==> config.mk <==
export PLATFORM = sky130hd
export DESIGN_NAME = avalon_mm_master
export DESIGN_NICKNAME = d
export VERILOG_FILES = /design/src/rtl/avalon_mm_pkg.sv /design/src/rtl/avm_timeout_counter.sv /design/src/rtl/avalon_mm_master.sv
export SDC_FILE = /design/constraint.sdc
export NUM_CORES = 1
export LEC_CHECK = 0
export BUFFER_PORTS_ARGS = -buffer_cell sky130_fd_sc_hd__buf_2
export CAP_MARGIN = 10
export CORE_AREA = 2 2 95 97
export CTS_CLUSTER_DIAMETER = 150
export DETAILED_ROUTE_END_ITERATION = 16
export DIE_AREA = 0 0 97 99
export PLACE_DENSITY_LB_ADDON = 0.25
export RECOVER_POWER = 25
export SYNTH_ARGS = -nofsm -noshare
export SYNTH_HDL_FRONTEND = slang
export SYNTH_SLANG_ARGS = --single-unit
==> constraint.sdc <==
create_clock -name clk -period 2.6 [get_ports clk]
set_input_delay 0.52 -clock clk [delete_from_list [all_inputs] [get_ports clk]]
set_output_delay 0.52 -clock clk [all_outputs]
set_load 0.01 [all_outputs]
==> src/rtl/avalon_mm_pkg.sv <==
// Shared definitions for the Avalon-MM initiator: FSM state encoding,
// default bus widths and the response record handed back to the controller.
package avalon_mm_pkg;

    // Default widths used when the top-level parameters are not overridden.
    localparam int unsigned AVM_ADDR_W_DEFAULT = 32;
    localparam int unsigned AVM_DATA_W_DEFAULT = 32;

    // IDLE waits for a command, ACCESS drives the bus until waitrequest
    // drops (or the optional timeout fires), RESP holds the result until
    // the consumer takes it.
    typedef enum logic [1:0] {
        IDLE   = 2'd0,
        ACCESS = 2'd1,
        RESP   = 2'd2
    } avm_state_e;

    // One completed transfer as seen on the response port.
    typedef struct packed {
        logic                          write;
        logic [AVM_DATA_W_DEFAULT-1:0] readdata;
        logic                          error;
    } avm_rsp_t;

endpackage

==> src/rtl/avm_timeout_counter.sv <==
// Counts waitrequest-stalled cycles of one Avalon-MM transfer and flags the
// cycle on which the stall budget is exhausted. Only instantiated when the
// initiator is built with AVM_TIMEOUT_EN.
module avm_timeout_counter
    import avalon_mm_pkg::*;
#(
    parameter int unsigned LIMIT = 256
) (
    input  logic clk,
    input  logic reset_n,
    input  logic i_clear,
    input  logic i_enable,
    output logic o_limit_reached
);

    // Wide enough to hold LIMIT-1; a limit of 2 still needs one bit.
    localparam int unsigned CntW = (LIMIT > 2) ? $clog2(LIMIT) : 1;

    logic [CntW-1:0] r_count;

    // Clear has priority so a new transfer always starts from zero.
    always_ff @(posedge clk or negedge reset_n) begin
        if (!reset_n) begin
            r_count <= '0;
        end else if (i_clear) begin
            r_count <= '0;
        end else if (i_enable) begin
            r_count <= r_count + 1'b1;
        end
    end

    assign o_limit_reached = (r_count == CntW'(LIMIT - 1));

endmodule

==> src/rtl/avalon_mm_master.sv <==
// Avalon-MM initiator: turns single-beat read/write commands from a
// valid/ready command port into Avalon-MM transfers, honours waitrequest,
// and returns status plus read data on a valid/ready response port.
// One transfer outstanding at a time, no bursts, no readdatavalid.
// Build option: define AVM_TIMEOUT_EN to abort transfers whose waitrequest
// stays high for TIMEOUT_CYCLES cycles (reported via rsp_error).
module avalon_mm_master
    import avalon_mm_pkg::*;
#(
    parameter int unsigned ADDR_W         = AVM_ADDR_W_DEFAULT,
    parameter int unsigned DATA_W         = AVM_DATA_W_DEFAULT,
    parameter int unsigned TIMEOUT_CYCLES = 256
) (
    input  logic                clk,
    input  logic                reset_n,

    input  logic                cmd_valid,
    output logic                cmd_ready,
    input  logic                cmd_write,
    input  logic [ADDR_W-1:0]   cmd_address,
    input  logic [DATA_W-1:0]   cmd_writedata,
    input  logic [DATA_W/8-1:0] cmd_byteenable,

    output logic                rsp_valid,
    input  logic                rsp_ready,
    output logic                rsp_write,
    output logic [DATA_W-1:0]   rsp_readdata,
    output logic                rsp_error,

    output logic [ADDR_W-1:0]   avm_address,
    output logic                avm_read,
    output logic                avm_write,
    output logic                avm_chipselect,
    output logic [DATA_W-1:0]   avm_writedata,
    output logic [DATA_W/8-1:0] avm_byteenable,
    input  logic [DATA_W-1:0]   avm_readdata,
    input  logic                avm_waitrequest
);

    localparam int unsigned BeW = DATA_W / 8;

    // A timeout budget below two cycles cannot be honoured by the counter;
    // such a configuration elaborates this empty marker block.
    if (TIMEOUT_CYCLES < 2) begin : g_timeout_cfg_invalid
    end

    avm_state_e r_state;
    avm_state_e w_next_state;

    logic              r_cmd_ready;
    logic              r_rsp_valid;
    logic              r_rsp_write;
    logic [DATA_W-1:0] r_rsp_readdata;
    logic              r_rsp_error;
    logic [ADDR_W-1:0] r_avm_address;
    logic              r_avm_read;
    logic              r_avm_write;
    logic              r_avm_chipselect;
    logic [DATA_W-1:0] r_avm_writedata;
    logic [BeW-1:0]    r_avm_byteenable;

    logic              w_nxt_cmd_ready;
    logic              w_nxt_rsp_valid;
    logic              w_nxt_rsp_write;
    logic [DATA_W-1:0] w_nxt_rsp_readdata;
    logic              w_nxt_rsp_error;
    logic [ADDR_W-1:0] w_nxt_avm_address;
    logic              w_nxt_avm_read;
    logic              w_nxt_avm_write;
    logic              w_nxt_avm_chipselect;
    logic [DATA_W-1:0] w_nxt_avm_writedata;
    logic [BeW-1:0]    w_nxt_avm_byteenable;

    logic              w_accept;
    logic              w_timeout;

    // Handshake only counts once cmd_ready is actually showing, so the
    // first edge after reset never accepts a command.
    assign w_accept = (r_state == IDLE) && cmd_valid && r_cmd_ready;

`ifdef AVM_TIMEOUT_EN
    logic w_limit_reached;
    logic w_count_enable;

    assign w_count_enable = (r_state == ACCESS) && avm_waitrequest;

    avm_timeout_counter #(
        .LIMIT (TIMEOUT_CYCLES)
    ) u_timeout_counter (
        .clk             (clk),
        .reset_n         (reset_n),
        .i_clear         (w_accept),
        .i_enable        (w_count_enable),
        .o_limit_reached (w_limit_reached)
    );

    assign w_timeout = w_limit_reached && avm_waitrequest;
`else
    assign w_timeout = 1'b0;
`endif

    // State register; reset drops straight back to IDLE discarding any
    // pending command.
    always_ff @(posedge clk or negedge reset_n) begin
        if (!reset_n) begin
            r_state <= IDLE;
        end else begin
            r_state <= w_next_state;
        end
    end

    // Next-state and next-output logic; every output is computed here and
    // registered below so nothing on the ports is combinational.
    always_comb begin
        w_next_state         = r_state;
        w_nxt_cmd_ready      = r_cmd_ready;
        w_nxt_rsp_valid      = r_rsp_valid;
        w_nxt_rsp_write      = r_rsp_write;
        w_nxt_rsp_readdata   = r_rsp_readdata;
        w_nxt_rsp_error      = r_rsp_error;
        w_nxt_avm_address    = r_avm_address;
        w_nxt_avm_read       = r_avm_read;
        w_nxt_avm_write      = r_avm_write;
        w_nxt_avm_chipselect = r_avm_chipselect;
        w_nxt_avm_writedata  = r_avm_writedata;
        w_nxt_avm_byteenable = r_avm_byteenable;

        case (r_state)
            IDLE: begin
                w_nxt_cmd_ready = 1'b1;
                if (w_accept) begin
                    w_next_state         = ACCESS;
                    w_nxt_cmd_ready      = 1'b0;
                    w_nxt_avm_chipselect = 1'b1;
                    w_nxt_avm_read       = !cmd_write;
                    w_nxt_avm_write      = cmd_write;
                    w_nxt_avm_address    = cmd_address;
                    w_nxt_avm_writedata  = cmd_write ? cmd_writedata : '0;
                    w_nxt_avm_byteenable = cmd_write ? cmd_byteenable : '1;
                end
            end

            ACCESS: begin
                if (!avm_waitrequest || w_timeout) begin
                    w_next_state         = RESP;
                    w_nxt_rsp_valid      = 1'b1;
                    w_nxt_rsp_write      = r_avm_write;
                    w_nxt_rsp_error      = w_timeout;
                    w_nxt_rsp_readdata   = (r_avm_read && !w_timeout) ? avm_readdata : '0;
                    w_nxt_avm_chipselect = 1'b0;
                    w_nxt_avm_read       = 1'b0;
                    w_nxt_avm_write      = 1'b0;
                    w_nxt_avm_address    = '0;
                    w_nxt_avm_writedata  = '0;
                    w_nxt_avm_byteenable = '0;
                end
            end

            RESP: begin
                if (rsp_ready) begin
                    w_next_state    = IDLE;
                    w_nxt_rsp_valid = 1'b0;
                    w_nxt_cmd_ready = 1'b1;
                end
            end

            default: begin
                w_next_state = IDLE;
            end
        endcase
    end

    // Output registers; asynchronous reset makes strobes and rsp_valid
    // drop the moment reset_n falls.
    always_ff @(posedge clk or negedge reset_n) begin
        if (!reset_n) begin
            r_cmd_ready      <= 1'b0;
            r_rsp_valid      <= 1'b0;
            r_rsp_write      <= 1'b0;
            r_rsp_readdata   <= '0;
            r_rsp_error      <= 1'b0;
            r_avm_address    <= '0;
            r_avm_read       <= 1'b0;
            r_avm_write      <= 1'b0;
            r_avm_chipselect <= 1'b0;
            r_avm_writedata  <= '0;
            r_avm_byteenable <= '0;
        end else begin
            r_cmd_ready      <= w_nxt_cmd_ready;
            r_rsp_valid      <= w_nxt_rsp_valid;
            r_rsp_write      <= w_nxt_rsp_write;
            r_rsp_readdata   <= w_nxt_rsp_readdata;
            r_rsp_error      <= w_nxt_rsp_error;
            r_avm_address    <= w_nxt_avm_address;
            r_avm_read       <= w_nxt_avm_read;
            r_avm_write      <= w_nxt_avm_write;
            r_avm_chipselect <= w_nxt_avm_chipselect;
            r_avm_writedata  <= w_nxt_avm_writedata;
            r_avm_byteenable <= w_nxt_avm_byteenable;
        end
    end

    assign cmd_ready      = r_cmd_ready;
    assign rsp_valid      = r_rsp_valid;
    assign rsp_write      = r_rsp_write;
    assign rsp_readdata   = r_rsp_readdata;
    assign rsp_error      = r_rsp_error;
    assign avm_address    = r_avm_address;
    assign avm_read       = r_avm_read;
    assign avm_write      = r_avm_write;
    assign avm_chipselect = r_avm_chipselect;
    assign avm_writedata  = r_avm_writedata;
    assign avm_byteenable = r_avm_byteenable;

endmodule

==> metrics.csv <==
stage,metric,value,unit
status,status,"finished, final reports clean",
cells_and_area,drive_gt1_frac,0.431,
floorplan,die_area,9600,um^2
sta,tns,0,ns
worst_setup_path,reg2reg_slack,0.67,ns
global_route,grt_remaining_overflow,0,
drt,dr.pass1.iters,4,
worst_setup_path,reg2regPathDepth,5,
drt,drtAntennaViolNets,0,
synthesis,synth_top_area_frac,0.668,
cells_and_area,syn2layout_area_growth,32.9,%
power_and_ir_drop,internal-power,4130,uW
drt,via_per_inst,5.02,
sta,maxSlewViolCount,0,
hold_path,hold_start,cmd_writedata[16],
global_route,antenna_found_initial,0,
synthesis,ys_async_sr_fraction,1.00,
synthesis,yosysMostFrequentCell,dfrtp_1,
drt,drtIter0Drc,127,
cells_and_area,finalNonFillerCells,651,
sta,rsz0062_at_grt,no,
place,dp_cells,635,
power_and_ir_drop,max-vdd-ir-drop,0.530,mV
worst_setup_path,crit_required,2.83,ns
clock_network,htree_num_levels,3,
global_route,grt_max_degree,59,
power_and_ir_drop,power_frac_seq,0.439,
power_and_ir_drop,power,6510,uW
clock_network,cts_made_buffers,9,
hold_path,hold_path_depth,2,
floorplan,fp-row-count,34,
worst_setup_path,cpPeakStageDelay,0.47,ns
power_and_ir_drop,p_clk_frac,0.164,
sta,setup_viol,0,
worst_setup_path,critical_path_class,register to register,
synthesis,synth_commonest_cells,"dfrtp_1, nand2_1, a22o_1",
clock_network,postCtsSetupBuffers,0,
worst_setup_path,worst_path_dominant_cell_family,buffers and inverters,
worst_setup_path,cp_max_fo,48,
sta,fmax,0.517,GHz
sta,hold_viol,0,
worst_setup_path,rr_startpoint,r_state[0]$_DFFE_PN0P_,
power_and_ir_drop,p_sw_frac,0.365,
worst_setup_path,cp.arrival,2.16,ns
synthesis,syn_area,4050,um^2
power_and_ir_drop,switching_power,2380,uW
hold_path,hold_path_class,input port to register,
place,routabilityCongestion,0.783,
sta,layout_worst_path_cycle_share,0.744,
floorplan,ios,213,
clock_network,cts.sinks,108,
place,port_buffers,211,
global_route,met3_usage,0.0489,
clock_network,ctsResizeCount,0,
global_route,grt_pass1_vias,3127,
cells_and_area,fillerInstances,725,
synthesis,synth_edf_count,0,
drt,vias,3271,
cells_and_area,nNetsFinal,645,
worst_setup_path,critPathCaptureType,register,
synthesis,synth.net_count,444,
power_and_ir_drop,p_per_area,1210,nW/um^2
cells_and_area,diodes,0,
synthesis,synth_top_cell_by_area,dfrtp_1,
clock_network,postCtsHoldBufs,0,
floorplan,die_h,99,um
synthesis,synthCells,338,
global_route,grt_busiest_layer,met2,
sta,slew_headroom,0.140,
clock_network,clock_path_buffers,2,
worst_setup_path,timing.rr.end,avm_writedata[23]$_DFFE_PN0P_,
clock_network,path_clk_slew,0.10,ns
synthesis,yosysUniqueCellTypes,24,
clock_network,insertion_delay,0.35,ns
floorplan,die_w,97,um
synthesis,synth_warnings,0,
global_route,grt_util_met1,0.296,
worst_setup_path,crit_chain,and4bb_1 -> buf_4 -> a21oi_4 -> buf_4 -> a22o_1,
sta,whs,0.379,ns
sta,tightest_slew,1.29,ns
synthesis,syn_area_per_cell,12.0,um^2
clock_network,cts-root-buf,clkbuf_8,
worst_setup_path,critPathBufInv,2,
sta,post-route-min-period,1.93,ns
place,hpwlAfterDp,7020,um
drt,routed_wl,9860,um
global_route,grt_pass1_wl,15800,um
synthesis,ys_ff_latch,108,
flow_run,drv_cap,0,
worst_setup_path,worst_path_most_repeated_cell,buf_4,
power_and_ir_drop,p_leak,0.00300,uW
worst_setup_path,slowest_stage,dfrtp_1,
synthesis,netlist_top_cells_area,"dfrtp_1, a22o_1, nand2_1",
sta,setup_slack,0.666,ns
power_and_ir_drop,pwr-share-comb,0.397,
sta,clock-skew-final,0.0151,ns
global_route,grt_usage,0.206,
hold_path,holdPathEnd,avm_writedata[16]$_DFFE_PN0P_,
drt,wire_per_inst,15.1,um
worst_setup_path,crit_path_start_kind,register,
clock_network,cts_tree,done,
synthesis,synth_flop_cell,dfrtp_1,
place,dpl_worst_slack,0.532,ns
synthesis,ys_seq_area_frac,0.668,
global_route,grt_use_met2,0.308,
floorplan,start_util,0.473,
drt,route.detailed.drc,0,
floorplan,core_area,8550,um^2
-- cell type report --
type	count	area (um^2)	area share
Sequential cell	108	2700	0.502
Multi-Input combinational cell	195	1170	0.217
Timing Repair Buffer	219	1140	0.213
Tap cell	108	135	0.0251
Clock buffer	11	131	0.0244
Clock inverter	4	75.1	0.0140
Inverter	6	22.5	0.00419
-- cell families after synthesis --
group                  count (synthesis)  share of synthesized area
AO/OA/AOI/OAI                        111                      0.199
buffers and inverters                 35                     0.0454
flip-flops                           108                      0.668
multiplexers                           1                    0.00278
other                                  1                   0.000926
AND/OR/NAND/NOR                       82                     0.0841
-- state kept, by name, indices dropped and copies added (netlist names) --
name and count:
rsp_valid 1, cmd_ready 1, rsp_readdata 32, rsp_write 1, avm_chipselect 1, avm_write 1, avm_address 32, avm_byteenable 4
avm_writedata 32, avm_read 1, r_state 2
-- per-stage QoR --
step	util	cell area [um^2]
3_3_place_gp	0.603	5150
4_1_cts	0.627	5360
6_report	0.629	5380
3_5_place_dp	0.603	5150
2_1_floorplan	-	4050
5_1_grt	0.629	5380
-- placed cells by master, fill, tap and decap left out, drive strengths merged --
cell and count:
and4bb 1, mux2 1, clkbuf 13, inv 6, and2 1, clkinvlp 2, nand3 1, a31oi 4
nor2 5, nand2 67, o2bb2ai 1, a22o 60, a21o 5, nand2b 2, and3 4, conb 1
dfrtp 108, a21oi 7, or3b 1, buf 217, o21ai 34, bufinv 2
-- per-layer routing --
metal,vias up,wire length [um]
met1,1547,4350
met5,-,0
met4,0,140
li1,1571,-
met2,143,4640
met3,10,734
-- worst max path at each step --
stage | start | endpoint | depth (start not counted)
after global placement | cmd_valid | avm_writedata[14]$_DFFE_PN0P_ | 4
after floorplan | cmd_valid | avm_writedata[22]$_DFFE_PN0P_ | 6
after detailed placement | cmd_valid | avm_writedata[23]$_DFFE_PN0P_ | 4
final | r_state[0]$_DFFE_PN0P_ | avm_writedata[23]$_DFFE_PN0P_ | 5
after CTS | r_state[0]$_DFFE_PN0P_ | avm_writedata[23]$_DFFE_PN0P_ | 3
after global routing | r_state[0]$_DFFE_PN0P_ | avm_writedata[27]$_DFFE_PN0P_ | 5
-- power groups by stage --
stage,sequential [uW],clock [uW],combinational [uW]
after floorplan,3220,0,1160
after global placement,2880,0,2550
after detailed placement,2870,0,2620
after CTS,2870,1100,2610
after global routing,2970,1160,2850
final,2860,1070,2580
No activity file was read; power rests on OpenSTA's default activity.
